### src/rtl/phy_pd_pkg.sv
// rtl/phy_pd_pkg.sv - shared 4b5b K-codes, FSM state encoding and reset-kind type
// Contents:
//   RST1, RST2, SYNC1, SYNC3, PREAMBLE_SYM : 5-bit 4b5b symbols
//   state_t : transmitter FSM states
//   kind_t  : which ordered set an attempt sends (Hard Reset or Cable Reset)
package phy_pd_pkg;

  localparam logic [4:0] RST1         = 5'b00111;
  localparam logic [4:0] RST2         = 5'b11001;
  localparam logic [4:0] SYNC1        = 5'b11000;
  localparam logic [4:0] SYNC3        = 5'b00110;
  localparam logic [4:0] PREAMBLE_SYM = 5'b10101;

  typedef enum logic [2:0] {
    S_IDLE      = 3'd0,
    S_WAIT_LINE = 3'd1,
    S_PREAMBLE  = 3'd2,
    S_OSET      = 3'd3,
    S_DONE      = 3'd4,
    S_ABORT     = 3'd5
  } state_t;

  typedef enum logic {
    KIND_HR = 1'b0,
    KIND_CR = 1'b1
  } kind_t;

endpackage

### src/rtl/phy_oset_rom.sv
// rtl/phy_oset_rom.sv - ordered-set symbol lookup by reset kind and symbol index
// Ports:
//   i_kind : KIND_HR selects Hard Reset, KIND_CR selects Cable Reset
//   i_idx  : symbol position within the 4-symbol ordered set
//   o_sym  : 4b5b symbol for that position
module phy_oset_rom
  import phy_pd_pkg::*;
(
  input  kind_t       i_kind,
  input  logic [1:0]  i_idx,
  output logic [4:0]  o_sym
);

  always_comb begin
    o_sym = RST1;
    if (i_kind == KIND_CR) begin
      case (i_idx)
        2'd0:    o_sym = RST1;
        2'd1:    o_sym = SYNC1;
        2'd2:    o_sym = RST1;
        default: o_sym = SYNC3;
      endcase
    end else begin
      o_sym = (i_idx == 2'd3) ? RST2 : RST1;
    end
  end

endmodule

### src/rtl/phy_hard_reset_tx.sv
// rtl/phy_hard_reset_tx.sv - turns a Hard Reset request into preamble + ordered-set symbols for the BMC encoder
// Optional feature macro: CABLE_RESET_EN (adds CR_REQ and the Cable Reset ordered set).
// Ports:
//   CLK, reset                : clock, synchronous active-high reset
//   HR_REQ                    : one-cycle Hard Reset request
//   CR_REQ                    : one-cycle Cable Reset request (CABLE_RESET_EN only)
//   CC_BUSY                   : CC line occupied, sampled only while waiting for the line
//   TX_READY                  : encoder accepts the current beat
//   TX_SYMBOL/TX_VALID        : symbol stream to the encoder
//   TX_PREAMBLE               : current beat is preamble
//   PHY_ACK                   : pulse, ordered set fully accepted
//   PHY_Stop_Attempting_Reset : pulse, attempt abandoned on busy timeout
//   BUSY                      : high whenever not idle
module phy_hard_reset_tx
  import phy_pd_pkg::*;
#(
  parameter int PREAMBLE_SYMS = 13,
  parameter int BUSY_TIMEOUT  = 16,
  parameter int CNT_W         = 5
) (
  input  logic       CLK,
  input  logic       reset,
  input  logic       HR_REQ,
`ifdef CABLE_RESET_EN
  input  logic       CR_REQ,
`endif
  input  logic       CC_BUSY,
  input  logic       TX_READY,
  output logic [4:0] TX_SYMBOL,
  output logic       TX_VALID,
  output logic       TX_PREAMBLE,
  output logic       PHY_ACK,
  output logic       PHY_Stop_Attempting_Reset,
  output logic       BUSY
);

  state_t           r_state;
  logic [CNT_W-1:0] r_cnt;
  logic             r_pend;
  kind_t            r_pend_kind;
  kind_t            r_kind;

  logic             w_cr_req;
  logic             w_req_any;
  kind_t            w_req_kind;
  logic [1:0]       w_rom_idx;
  logic [4:0]       w_rom_sym;

`ifdef CABLE_RESET_EN
  assign w_cr_req = CR_REQ;
`else
  assign w_cr_req = 1'b0;
`endif

  // Hard Reset wins when both requests arrive together.
  assign w_req_any  = HR_REQ | w_cr_req;
  assign w_req_kind = HR_REQ ? KIND_HR : KIND_CR;

  // The ROM is addressed with the index of the symbol to present next, so the
  // registered TX_SYMBOL is loaded in the same edge that consumes the current one.
  assign w_rom_idx = (r_state == S_OSET) ? (r_cnt[1:0] + 2'd1) : 2'd0;

  phy_oset_rom u_rom (
    .i_kind (r_kind),
    .i_idx  (w_rom_idx),
    .o_sym  (w_rom_sym)
  );

  always_ff @(posedge CLK) begin
    if (reset) begin
      r_state                   <= S_IDLE;
      r_cnt                     <= '0;
      r_pend                    <= 1'b0;
      r_pend_kind               <= KIND_HR;
      r_kind                    <= KIND_HR;
      TX_SYMBOL                 <= 5'd0;
      TX_VALID                  <= 1'b0;
      TX_PREAMBLE               <= 1'b0;
      PHY_ACK                   <= 1'b0;
      PHY_Stop_Attempting_Reset <= 1'b0;
      BUSY                      <= 1'b0;
    end else begin
      PHY_ACK                   <= 1'b0;
      PHY_Stop_Attempting_Reset <= 1'b0;

      // One-deep pending latch; a Hard Reset upgrades a pending Cable Reset.
      if (r_state != S_IDLE && w_req_any) begin
        r_pend <= 1'b1;
        if (HR_REQ)
          r_pend_kind <= KIND_HR;
        else if (!r_pend)
          r_pend_kind <= KIND_CR;
      end

      case (r_state)
        S_IDLE: begin
          if (r_pend || w_req_any) begin
            r_state <= S_WAIT_LINE;
            r_cnt   <= '0;
            BUSY    <= 1'b1;
            r_pend  <= 1'b0;
            // A fresh request alongside a pending one is merged into it.
            if (r_pend)
              r_kind <= (HR_REQ) ? KIND_HR : r_pend_kind;
            else
              r_kind <= w_req_kind;
          end
        end

        S_WAIT_LINE: begin
          if (!CC_BUSY) begin
            r_state     <= S_PREAMBLE;
            r_cnt       <= '0;
            TX_VALID    <= 1'b1;
            TX_PREAMBLE <= 1'b1;
            TX_SYMBOL   <= PREAMBLE_SYM;
          end else if (r_cnt == CNT_W'(BUSY_TIMEOUT - 1)) begin
            r_state                   <= S_ABORT;
            PHY_Stop_Attempting_Reset <= 1'b1;
          end else begin
            r_cnt <= r_cnt + CNT_W'(1);
          end
        end

        S_PREAMBLE: begin
          if (TX_READY) begin
            if (r_cnt == CNT_W'(PREAMBLE_SYMS - 1)) begin
              r_state     <= S_OSET;
              r_cnt       <= '0;
              TX_PREAMBLE <= 1'b0;
              TX_SYMBOL   <= w_rom_sym;
            end else begin
              r_cnt <= r_cnt + CNT_W'(1);
            end
          end
        end

        S_OSET: begin
          if (TX_READY) begin
            if (r_cnt == CNT_W'(3)) begin
              r_state   <= S_DONE;
              r_cnt     <= '0;
              TX_VALID  <= 1'b0;
              TX_SYMBOL <= 5'd0;
              PHY_ACK   <= 1'b1;
            end else begin
              r_cnt     <= r_cnt + CNT_W'(1);
              TX_SYMBOL <= w_rom_sym;
            end
          end
        end

        S_DONE, S_ABORT: begin
          r_state <= S_IDLE;
          r_cnt   <= '0;
          BUSY    <= 1'b0;
        end

        default: begin
          r_state  <= S_IDLE;
          r_cnt    <= '0;
          TX_VALID <= 1'b0;
          BUSY     <= 1'b0;
        end
      endcase
    end
  end

endmodule

### config.mk
export PLATFORM = sky130hd
export DESIGN_NAME = phy_hard_reset_tx
export DESIGN_NICKNAME = d
export VERILOG_FILES = /design/src/rtl/phy_pd_pkg.sv /design/src/rtl/phy_oset_rom.sv /design/src/rtl/phy_hard_reset_tx.sv
export SDC_FILE = /design/constraint.sdc
export NUM_CORES = 1
export LEC_CHECK = 0
export BUFFER_PORTS_ARGS = -buffer_cell sky130_fd_sc_hd__buf_2
export CELL_PAD_IN_SITES_DETAIL_PLACEMENT = 1
export CELL_PAD_IN_SITES_GLOBAL_PLACEMENT = 1
export CORE_UTILIZATION = 44
export DETAILED_ROUTE_END_ITERATION = 6
export GPL_ROUTABILITY_DRIVEN = 0
export PLACE_DENSITY = 0.87
export SLEW_MARGIN = 20
export SYNTH_ARGS = -nofsm -noshare
export SYNTH_HDL_FRONTEND = slang
export SYNTH_SLANG_ARGS = --single-unit
export TNS_END_PERCENT = 20
### constraint.sdc
create_clock -name CLK -period 4.9 [get_ports CLK]
set_input_delay 0.245 -clock CLK [delete_from_list [all_inputs] [get_ports CLK]]
set_output_delay 0.245 -clock CLK [all_outputs]
set_load 0.02 [all_outputs]
==> impl_metrics.json <==
{
  "pwr-share-clk_pct": 16.6,
  "cpPeakStageDelay_ns": 0.64,
  "maxSlewHeadroom_pct": 63.49,
  "rr_endpoint": "r_cnt[2]",
  "critPathTopFamily": "simple AND/OR/NAND/NOR gates",
  "grt_max_degree": 22,
  "hpwlAfterDp_um": 1842,
  "worst-path-buf-inv": 0,
  "drtPass1Iterations": 4,
  "worst_pin_slew_ns": 0.5403,
  "drt-initial-drc-count": 9,
  "cp_max_fo": 15,
  "nNetsFinal": 148,
  "area_delta_synth_final_pct": 10.77,
  "fin_worst_skew_ns": 0.001345,
  "r2r-start": "r_state[0]",
  "avgSynthCellArea_um2": 8.302,
  "start_util_pct": 46.83,
  "viasPerCell": 5.808,
  "critPathSlowestCell": "dfxtp_1",
  "cts.clk_slew.worst_paths_ns": 0.12,
  "cts-root-buf": "clkbuf_4",
  "power-per-cell-area_nw_per_um2": 441.9,
  "startpoint": "r_state[0]",
  "min_period_ns": 2.146,
  "n_antenna_cell": 0,
  "combPwrFrac_pct": 38.0,
  "layout_common_cells": "21 x dfxtp_1, 16 x nand2_1, 14 x buf_2, 12 x a21oi_1, 7 x nor2_1",
  "synth_cell_types": 40,
  "grt_overflow": 0,
  "fin_area_um2": 1159,
  "grt_usage_pct": 22.68,
  "clock-sinks": 21,
  "coreArea_um2": 2233,
  "dpl_cell_area_um2": 1132,
  "synth-seq-cells": 21,
  "worstRegToRegCells": 5,
  "ir_drop_mv": 0.2038,
  "drive_gt1_share_pct": 17.27,
  "ant_nets": 0,
  "fp.dieH_um": 50.76,
  "endpoint_kind": "flop",
  "worstSetupStartpointType": "flop",
  "p_sw_share_pct": 40.31,
  "vias": 970,
  "fin_util_pct": 51.88,
  "p_leak_nw": 0.4563,
  "power_switching_uw": 206.4,
  "postSynthCellCount": 126,
  "wl_per_cell_um": 15.22,
  "status": "complete, no violations",
  "path_class": "flop to flop",
  "worstSetupPathDepth": 5,
  "met2_usage_pct": 39.11,
  "grt_antenna_before_repair": 0,
  "insertion_delay_ns": 0.30,
  "setup-violations-final": 0,
  "portBuffers": 14,
  "crit_end": "r_cnt[2]",
  "cts_hold_buf": 0,
  "grt_pass1_wl_um": 4395,
  "finalHoldViolCount": 0,
  "die_w_um": 50.76,
  "hold_class": "input port to flop",
  "ctsResizeCount": 0,
  "cap_violations": 0,
  "final.setup.tns_ns": 0,
  "rows": 17,
  "yosys_warnings": 0,
  "synth_area_um2": 1046,
  "period_share_pct": 43.80,
  "syn_nets": 134,
  "ys_seq_area_share_pct": 40.19,
  "max_freq_ghz": 0.4660,
  "r2r_setup_slack_ns": 2.75,
  "met3_usage_pct": 4.242,
  "htree_levels": 1,
  "mostFrequentLayoutCell": "dfxtp_1",
  "cts-buffers-inserted": 3,
  "tritoncts": "done",
  "power.share.sequential_pct": 45.4,
  "top_usage_layer": "met2",
  "die-area_um2": 2576,
  "drc": 0,
  "worstPathArrival_ns": 2.39,
  "drv_slew": 0,
  "grt_pass1_vias": 985,
  "grt_use_met1_pct": 27.16,
  "cp_cell_sequence": "nor4bb_1, a221oi_1, nand3b_1, or3b_1, a21oi_1",
  "p_int_uw": 305.7,
  "rsz0062_at_grt": "no",
  "boundaryPins": 15,
  "cp.required_ns": 5.15,
  "total_power_uw": 512.0,
  "post_cts_buffers": 0,
  "hold_ws_ns": 0.1453,
  "wirelength_um": 2541,
  "cts_buffer_depth": 2
}
## metrics by stage
step,instances,setup WS [ns]
after floorplan,126,3.016
after global placement,163,2.857
after detailed placement,163,2.765
after CTS,167,2.738
after global routing,167,2.572
final,167,2.754
## final cells by class
cell class / instances / area (µm²)
fill: 275 / 1075
multi-input combinational: 94 / 584.3
sequential: 21 / 420.4
timing repair buffer: 14 / 70.07
tap: 28 / 35.03
clock buffer: 4 / 26.28
inverter: 6 / 22.52
## worst min path at each step
| stage | from | to | slack, ns | cells past startpoint |
|---|---|---|---|---|
| 2_1_floorplan | HR_REQ | r_pend_kind | 0.33 | 1 |
| 3_3_place_gp | r_pend_kind | r_pend_kind | 0.44 | 2 |
| 3_5_place_dp | r_pend_kind | r_pend_kind | 0.44 | 2 |
| 4_1_cts | HR_REQ | r_pend_kind | 0.14 | 2 |
| 5_1_grt | HR_REQ | r_pend_kind | 0.16 | 2 |
| 6_report | HR_REQ | r_pend_kind | 0.15 | 2 |
## cell usage after synthesis
master	n	share of area (%)
nor3_1	6	2.9
clkbuf_1	4	1.4
ha_1	3	3.6
or3b_1	1	0.84
nor2_1	7	2.5
mux2i_1	1	0.96
a222oi_1	1	0.96
o21bai_1	1	0.72
a21oi_1	12	5.7
or3b_2	1	0.84
dfxtp_1	21	40
nor3b_2	1	1.2
and3b_1	1	0.84
nor2b_1	5	3.0
or3_1	4	2.4
and4b_1	1	0.96
inv_1	6	2.2
nand2_1	16	5.7
nand4b_1	2	1.7
nor4b_1	1	0.84
o21ai_0	5	2.4
and2_0	1	0.60
a21oi_2	1	0.84
a31oi_1	3	1.8
and3_2	1	0.72
a21o_1	1	0.72
nor3b_1	1	0.72
or4b_4	1	1.3
nand4_1	1	0.60
nor4bb_1	1	0.96
nand3_1	1	0.48
xor2_1	1	0.84
or2_2	1	0.60
a211o_1	1	0.84
nor4_1	1	0.60
nand3b_1	1	0.72
a221oi_1	2	1.7
a31o_2	1	0.84
nand2b_1	5	3.0
buf_1	1	0.36
## registers in the layout, indices dropped and copies added, names as in the netlist
signal	cells
TX_SYMBOL	5
r_cnt	5
r_state	3
BUSY	1
PHY_ACK	1
PHY_Stop_Attempting_Reset	1
TX_PREAMBLE	1
TX_VALID	1
r_kind	1
r_pend	1
r_pend_kind	1
## power by group through the flow
stage / logic [mW] / registers, mW / clock network, mW
after floorplan: 0.144 / 0.231 / 0
after global placement: 0.185 / 0.233 / 0
after detailed placement: 0.193 / 0.235 / 0
after CTS: 0.195 / 0.231 / 0.0873
after global routing: 0.217 / 0.237 / 0.0940
final: 0.194 / 0.233 / 0.0851
## cells by family (layout without fill, tap and decap cells)
group	count (synthesis)	count (layout)	share of synthesized area [%]
and+or+nand+nor	61	61	33.97
AOI/OAI and AO/OA	28	28	16.51
DFF	21	21	40.19
buffers and inverters	11	24	3.946
adders and majority gates	3	3	3.589
xor gates and xnor gates	1	1	0.8375
muxes	1	1	0.9570
## per-layer routing
| metal | share of wire, % | wire length (µm) |
|---|---|---|
| met1 | 48 | 1222 |
| met2 | 48 | 1218 |
| met3 | 2.6 | 66 |
| met4 | 1.3 | 34 |
| met5 | 0 | 0 |
Power figures use the tool's default switching activity.
